File: src/rtl/mem_arbiter_pkg.sv
// mem_arbiter_pkg: shared constants for the unified block-memory arbiter.
//   - default block/address widths
//   - arbiter FSM state encodings (3 bits)
//   - round-robin grant encodings and the grant-pick helper
package mem_arbiter_pkg;

  localparam int unsigned DBLOCK_SIZE_BITS     = 32;
  localparam int unsigned DMEM_BLOCK_ADDR_SIZE = 8;

  typedef enum logic [2:0] {
    ARB_IDLE = 3'd0,
    ARB_I_RD = 3'd1,
    ARB_D_RD = 3'd2,
    ARB_D_WR = 3'd3,
    ARB_RESP = 3'd4
  } arb_state_e;

  localparam logic GRANT_I = 1'b0;
  localparam logic GRANT_D = 1'b1;

  // Round-robin pick: returns 1 when the D side should be granted.
  // On a tie the side that was not granted last wins.
  function automatic logic pick_d(input logic i_req, input logic d_req,
                                  input logic last_grant);
    logic d_wins;
    if (d_req && !i_req) begin
      d_wins = 1'b1;
    end else if (d_req && i_req) begin
      d_wins = (last_grant == GRANT_I);
    end else begin
      d_wins = 1'b0;
    end
    return d_wins;
  endfunction

endpackage

File: src/rtl/mem_arbiter.sv
// mem_arbiter: round-robin arbiter placing the CPU I-side and D-side block
// miss interfaces onto one unified block memory, one transaction at a time.
// Ports:
//   clock, reset           - single clock, synchronous active-high reset
//   ImemRen/IblockAddr     - I-side read request (held until ImemReadReady)
//   ImemReadReady/ImemDout - I-side one-cycle response pulse and read data
//   DmemRen/DmemWen        - D-side read/write requests (held until response)
//   DblockAddress/DmemDin  - D-side address and write data
//   DmemReadReady/DmemWriteDone/DmemDout - D-side response pulses and data
//   mem_ren/mem_wen        - memory enables, held until mem_ready/mem_done
//   mem_block_address/mem_din - memory address/data, registered at grant
//   mem_ready/mem_done/mem_dout - memory completion pulses and read data
module mem_arbiter
  import mem_arbiter_pkg::*;
#(
  parameter int unsigned BLOCK_BITS = DBLOCK_SIZE_BITS,
  parameter int unsigned ADDR_W     = DMEM_BLOCK_ADDR_SIZE
) (
  input  logic                  clock,
  input  logic                  reset,
  input  logic                  ImemRen,
  input  logic [ADDR_W-1:0]     IblockAddr,
  output logic                  ImemReadReady,
  output logic [BLOCK_BITS-1:0] ImemDout,
  input  logic                  DmemRen,
  input  logic                  DmemWen,
  input  logic [ADDR_W-1:0]     DblockAddress,
  input  logic [BLOCK_BITS-1:0] DmemDin,
  output logic                  DmemReadReady,
  output logic                  DmemWriteDone,
  output logic [BLOCK_BITS-1:0] DmemDout,
  output logic                  mem_ren,
  output logic                  mem_wen,
  output logic [ADDR_W-1:0]     mem_block_address,
  output logic [BLOCK_BITS-1:0] mem_din,
  input  logic                  mem_ready,
  input  logic                  mem_done,
  input  logic [BLOCK_BITS-1:0] mem_dout
);

  arb_state_e            state_q, state_d;
  logic                  last_grant_q, last_grant_d;
  logic                  mem_ren_q, mem_ren_d;
  logic                  mem_wen_q, mem_wen_d;
  logic [ADDR_W-1:0]     addr_q, addr_d;
  logic [BLOCK_BITS-1:0] din_q, din_d;
  logic [BLOCK_BITS-1:0] imem_dout_q, imem_dout_d;
  logic [BLOCK_BITS-1:0] dmem_dout_q, dmem_dout_d;
  logic                  i_rdy_q, i_rdy_d;
  logic                  d_rdy_q, d_rdy_d;
  logic                  d_wd_q, d_wd_d;

  logic                  i_req_s;
  logic                  d_req_s;
  logic                  grant_d_s;

  assign i_req_s   = ImemRen;
  assign d_req_s   = DmemRen | DmemWen;
  assign grant_d_s = pick_d(i_req_s, d_req_s, last_grant_q);

  // Next-state and datapath: grant in IDLE, wait for memory, pulse in RESP.
  // Response pulses are set on the edge that enters RESP so they are high
  // exactly while the FSM sits in RESP.
  always_comb begin
    state_d      = state_q;
    last_grant_d = last_grant_q;
    mem_ren_d    = mem_ren_q;
    mem_wen_d    = mem_wen_q;
    addr_d       = addr_q;
    din_d        = din_q;
    imem_dout_d  = imem_dout_q;
    dmem_dout_d  = dmem_dout_q;
    i_rdy_d      = 1'b0;
    d_rdy_d      = 1'b0;
    d_wd_d       = 1'b0;
    case (state_q)
      ARB_IDLE: begin
        if (grant_d_s) begin
          last_grant_d = GRANT_D;
          addr_d       = DblockAddress;
          // A simultaneous read and write on the D side resolves to the write.
          if (DmemWen) begin
            state_d   = ARB_D_WR;
            mem_wen_d = 1'b1;
            din_d     = DmemDin;
          end else begin
            state_d   = ARB_D_RD;
            mem_ren_d = 1'b1;
          end
        end else if (i_req_s) begin
          last_grant_d = GRANT_I;
          addr_d       = IblockAddr;
          state_d      = ARB_I_RD;
          mem_ren_d    = 1'b1;
        end else begin
          state_d = ARB_IDLE;
        end
      end
      ARB_I_RD: begin
        if (mem_ready) begin
          imem_dout_d = mem_dout;
          mem_ren_d   = 1'b0;
          i_rdy_d     = 1'b1;
          state_d     = ARB_RESP;
        end else begin
          state_d = ARB_I_RD;
        end
      end
      ARB_D_RD: begin
        if (mem_ready) begin
          dmem_dout_d = mem_dout;
          mem_ren_d   = 1'b0;
          d_rdy_d     = 1'b1;
          state_d     = ARB_RESP;
        end else begin
          state_d = ARB_D_RD;
        end
      end
      ARB_D_WR: begin
        if (mem_done) begin
          mem_wen_d = 1'b0;
          d_wd_d    = 1'b1;
          state_d   = ARB_RESP;
        end else begin
          state_d = ARB_D_WR;
        end
      end
      ARB_RESP: begin
        state_d = ARB_IDLE;
      end
      default: begin
        state_d   = ARB_IDLE;
        mem_ren_d = 1'b0;
        mem_wen_d = 1'b0;
      end
    endcase
  end

  // State and output registers with synchronous reset.
  always_ff @(posedge clock) begin
    if (reset) begin
      state_q      <= ARB_IDLE;
      last_grant_q <= GRANT_I;
      mem_ren_q    <= 1'b0;
      mem_wen_q    <= 1'b0;
      addr_q       <= {ADDR_W{1'b0}};
      din_q        <= {BLOCK_BITS{1'b0}};
      imem_dout_q  <= {BLOCK_BITS{1'b0}};
      dmem_dout_q  <= {BLOCK_BITS{1'b0}};
      i_rdy_q      <= 1'b0;
      d_rdy_q      <= 1'b0;
      d_wd_q       <= 1'b0;
    end else begin
      state_q      <= state_d;
      last_grant_q <= last_grant_d;
      mem_ren_q    <= mem_ren_d;
      mem_wen_q    <= mem_wen_d;
      addr_q       <= addr_d;
      din_q        <= din_d;
      imem_dout_q  <= imem_dout_d;
      dmem_dout_q  <= dmem_dout_d;
      i_rdy_q      <= i_rdy_d;
      d_rdy_q      <= d_rdy_d;
      d_wd_q       <= d_wd_d;
    end
  end

  assign ImemReadReady     = i_rdy_q;
  assign ImemDout          = imem_dout_q;
  assign DmemReadReady     = d_rdy_q;
  assign DmemWriteDone     = d_wd_q;
  assign DmemDout          = dmem_dout_q;
  assign mem_ren           = mem_ren_q;
  assign mem_wen           = mem_wen_q;
  assign mem_block_address = addr_q;
  assign mem_din           = din_q;

endmodule

File: config.mk
export PLATFORM = sky130hd
export DESIGN_NAME = mem_arbiter
export DESIGN_NICKNAME = d
export VERILOG_FILES = /design/src/rtl/mem_arbiter_pkg.sv /design/src/rtl/mem_arbiter.sv
export SDC_FILE = /design/constraint.sdc
export NUM_CORES = 1
export LEC_CHECK = 0
export CORE_UTILIZATION = 44
export DETAILED_ROUTE_END_ITERATION = 10
export GPL_TIMING_DRIVEN = 0
export PLACE_DENSITY = 0.91
export SLEW_MARGIN = 20
export SYNTH_ARGS = -nofsm -noshare
export SYNTH_HDL_FRONTEND = slang
export SYNTH_SLANG_ARGS = --single-unit
File: constraint.sdc
create_clock -name clock -period 2.4 [get_ports clock]
set_input_delay 0.36 -clock clock [delete_from_list [all_inputs] [get_ports clock]]
set_output_delay 0.36 -clock clock [all_outputs]
set_load 0.01 [all_outputs]
==> summary.md <==
| Metric | Value |
|---|---|
| CTS root buf | clkbuf_8 |
| Gpl congestion | 0.828 |
| Vias/cell | 5.36 |
| Ant. Diodes | 0 |
| Cell Area, Placed | 6370 µm² |
| DR WL/cell | 15.7 µm |
| Final Cell Area | 6980 µm² |
| #FFs+latches synth | 113 |
| Netlist cell types | 33 |
| CP Capture Type | flip-flop |
| Sink Count | 113 |
| Worst Path Arrival | 2.22 ns |
| Hold Buf Count CTS | 0 |
| Crit path kind | input pin to flip-flop |
| Worst endpoint required time | 2.82 ns |
| Worst Setup Slack, final | 0.600 ns |
| CTS HTree Levels | 4 |
| Final setup fails | 0 |
| Final hold violations | 0 |
| Worst Path Max Fanout | 10 |
| Non-Filler Instances | 877 |
| DRT antenna net count | 0 |
| Layout cells sized above 1 | 7.35% |
| Clock transition at path regs | 0.06 ns |
| FMAX | 0.556 GHz |
| Worst slack, placed | 0.0943 ns |
| Placed insts | 845 |
| Maxcap violations | 0 |
| Largest net degree at the start of global routing | 17 |
| Post-CTS Setup Bufs | 0 |
| Synthesis-to-finish area growth | 63.6% |
| Worst min-delay path class | input pin to flip-flop |
| CTS resizes | 0 |
| I/O pin cnt | 196 |
| Post-DP HPWL | 9910 µm |
| # fillers | 672 |
| Vias | 4699 |
| Initial DRC Count | 188 |
| Die Y-Extent | 101 µm |
| CTS tree | built |
| Mapped cell area | 4270 µm² |
| DRC Markers | 0 |
| Initial cell density of the core | 45.8% |
| Core area | 9330 µm² |
| Synth warnings | 0 |
| Die area | 10100 µm² |
| Clock Path Buffers | 2 |
| Total Power | 0.00628 W |
| GRT Total Usage | 27.6% |
| Placement Rows | 35 |
| Pre-Repair DR Iteration Count | 5 |
| Startpoint Class | input pin |
| Synth Instances | 522 |
| Port bufs | 194 |
| Die X | 101 µm |
| Setup Skew | 0.00890 ns |
| First-pass GRT wire length | 21800 µm |
| Slew margin rel. | 57.4% |
| Peak VDD IR | 0.505 mV |
| Clock latency on the worst-skew pair | 0.50 ns |
| Detailed Route WL | 13800 µm |
| Total negative slack | 0 ns |
| Final net count | 822 |
| Total congestion overflow | 0 |
| Slew @ Worst Pin | 0.640 ns |
| P per Cell Area | 899 nW/µm² |
| Period utilization | 75.0% |
| Pleak | 2.45 nW |
| Avg Cell Area, Syn | 8.18 µm² |
| Outcome | finished, final reports clean |
| Vias in the first global route | 4640 |
| Post-Syn Nets | 609 |
| CTS buffer count | 17 |
| Initial antenna violation count | 0 |
| Post-synthesis sequential area ratio | 53.0% |
| RSZ-0062 raised after global routing | false |
| Minimum clock period after layout | 1.80 ns |
| Fin. max-slew vios | 0 |
worst max-delay path: stages:
cell and delay [ns]:
clkdlybuf4s50_1 0.52, o2bb2ai_1 0.57, clkbuf_1 0.44, o21ai_1 0.15, a21oi_1 0.17
per-stage QoR:
step,hold WS [ns],util (%)
CTS,0.187,74.9
floorplan,0.472,-
global route,0.237,74.9
finish,0.209,74.9
global placement,0.440,68.3
detailed placement,0.446,68.3
kinds of logic (layout without fill, tap and decap cells):
| kind of cell | Yosys count | count (layout) | synth area share, % |
|---|---|---|---|
| AOI/OAI and AO/OA | 160 | 160 | 20.4 |
| buffers and inverters | 51 | 277 | 6.10 |
| DFF | 113 | 113 | 53.0 |
| muxes | 1 | 1 | 0.234 |
| and+or+nand+nor | 197 | 197 | 20.3 |
flip-flops by register name, indices dropped and copies added (netlist names), 3 cells and up:
register	cells
DmemDout	32
mem_block_address	8
state_q	3
ImemDout	32
mem_din	32
cells in the mapped netlist, drive strengths merged:
master / count / share of area, %
nand2: 146 / 13
dfxtp: 113 / 53
a21oi: 107 / 13
o21ai: 34 / 4.0
nand3: 33 / 3.9
clkbuf: 31 / 2.7
buf: 19 / 3.3
a311oi: 8 / 1.6
nor2: 4 / 0.35
a211oi: 3 / 0.53
nand4bb: 2 / 0.53
nor3: 2 / 0.35
nor4bb: 2 / 0.47
o211ai: 2 / 0.35
or3: 2 / 0.29
a2111oi: 1 / 0.21
a21bo: 1 / 0.23
a21boi: 1 / 0.18
a2bb2oi: 1 / 0.35
and2: 1 / 0.15
inv: 1 / 0.088
mux2i: 1 / 0.23
nand3b: 1 / 0.18
nand4b: 1 / 0.21
nor2b: 1 / 0.15
nor4b: 1 / 0.56
o22a: 1 / 0.21
o2bb2ai: 1 / 0.21
or4b: 1 / 0.32
placed cells by master, fill, tap and decap left out, types with 6 or more instances in the layout:
master / synthesis / final
o21ai_1: 32 / 32
clkbuf_1: 31 / 31
buf_2: 10 / 10
a311oi_1: 8 / 8
nand3_1: 33 / 33
a21oi_1: 107 / 107
clkdlybuf4s50_1: 0 / 194
nand2_1: 146 / 146
clkbuf_16: 0 / 16
buf_6: 6 / 6
dfxtp_1: 113 / 113
metal layers:
metal / vias to the layer above / track usage [%] / share of wire (%)
met3: 34 / 7.98 / 6.8
met2: 206 / 49.8 / 52
met5: - / 0 / 0
li1: 2217 / - / -
met1: 2242 / 30.0 / 38
met4: 0 / 11.6 / 2.5
area by class of cell:
class                   count  area (µm²)  share of cell area, %
flip-flops and latches    113        2260                   32.4
repair buffers            194        1940                   27.8
multi-input cells         358        1750                   25.0
clock buffers              20         455                   6.52
plain buffers              50         256                   3.67
well taps                 129         161                   2.31
clock inverters            12         156                   2.24
inverters                   1        3.75                 0.0537
where the power goes:
part	leakage (nW)	internal (W)	switching, W	total, W
Clock	0.290	0.00167	0.000874	0.00254
Sequential	0.919	0.00209	0.000123	0.00221
Combinational	1.24	0.000749	0.000782	0.00153
final timing paths:
| check | from | end | slack, ns | depth (start not counted) |
|---|---|---|---|---|
| hold reg to reg | ImemDout[29] | ImemDout[29] | 0.45 | 2 |
| setup / recovery | DmemWen | mem_din[18] | 0.60 | 5 |
| hold / removal | reset | state_q[2] | 0.21 | 2 |
| setup reg to reg | state_q[1] | ImemDout[4] | 0.70 | 5 |
No activity file was read; power rests on OpenSTA's default activity.
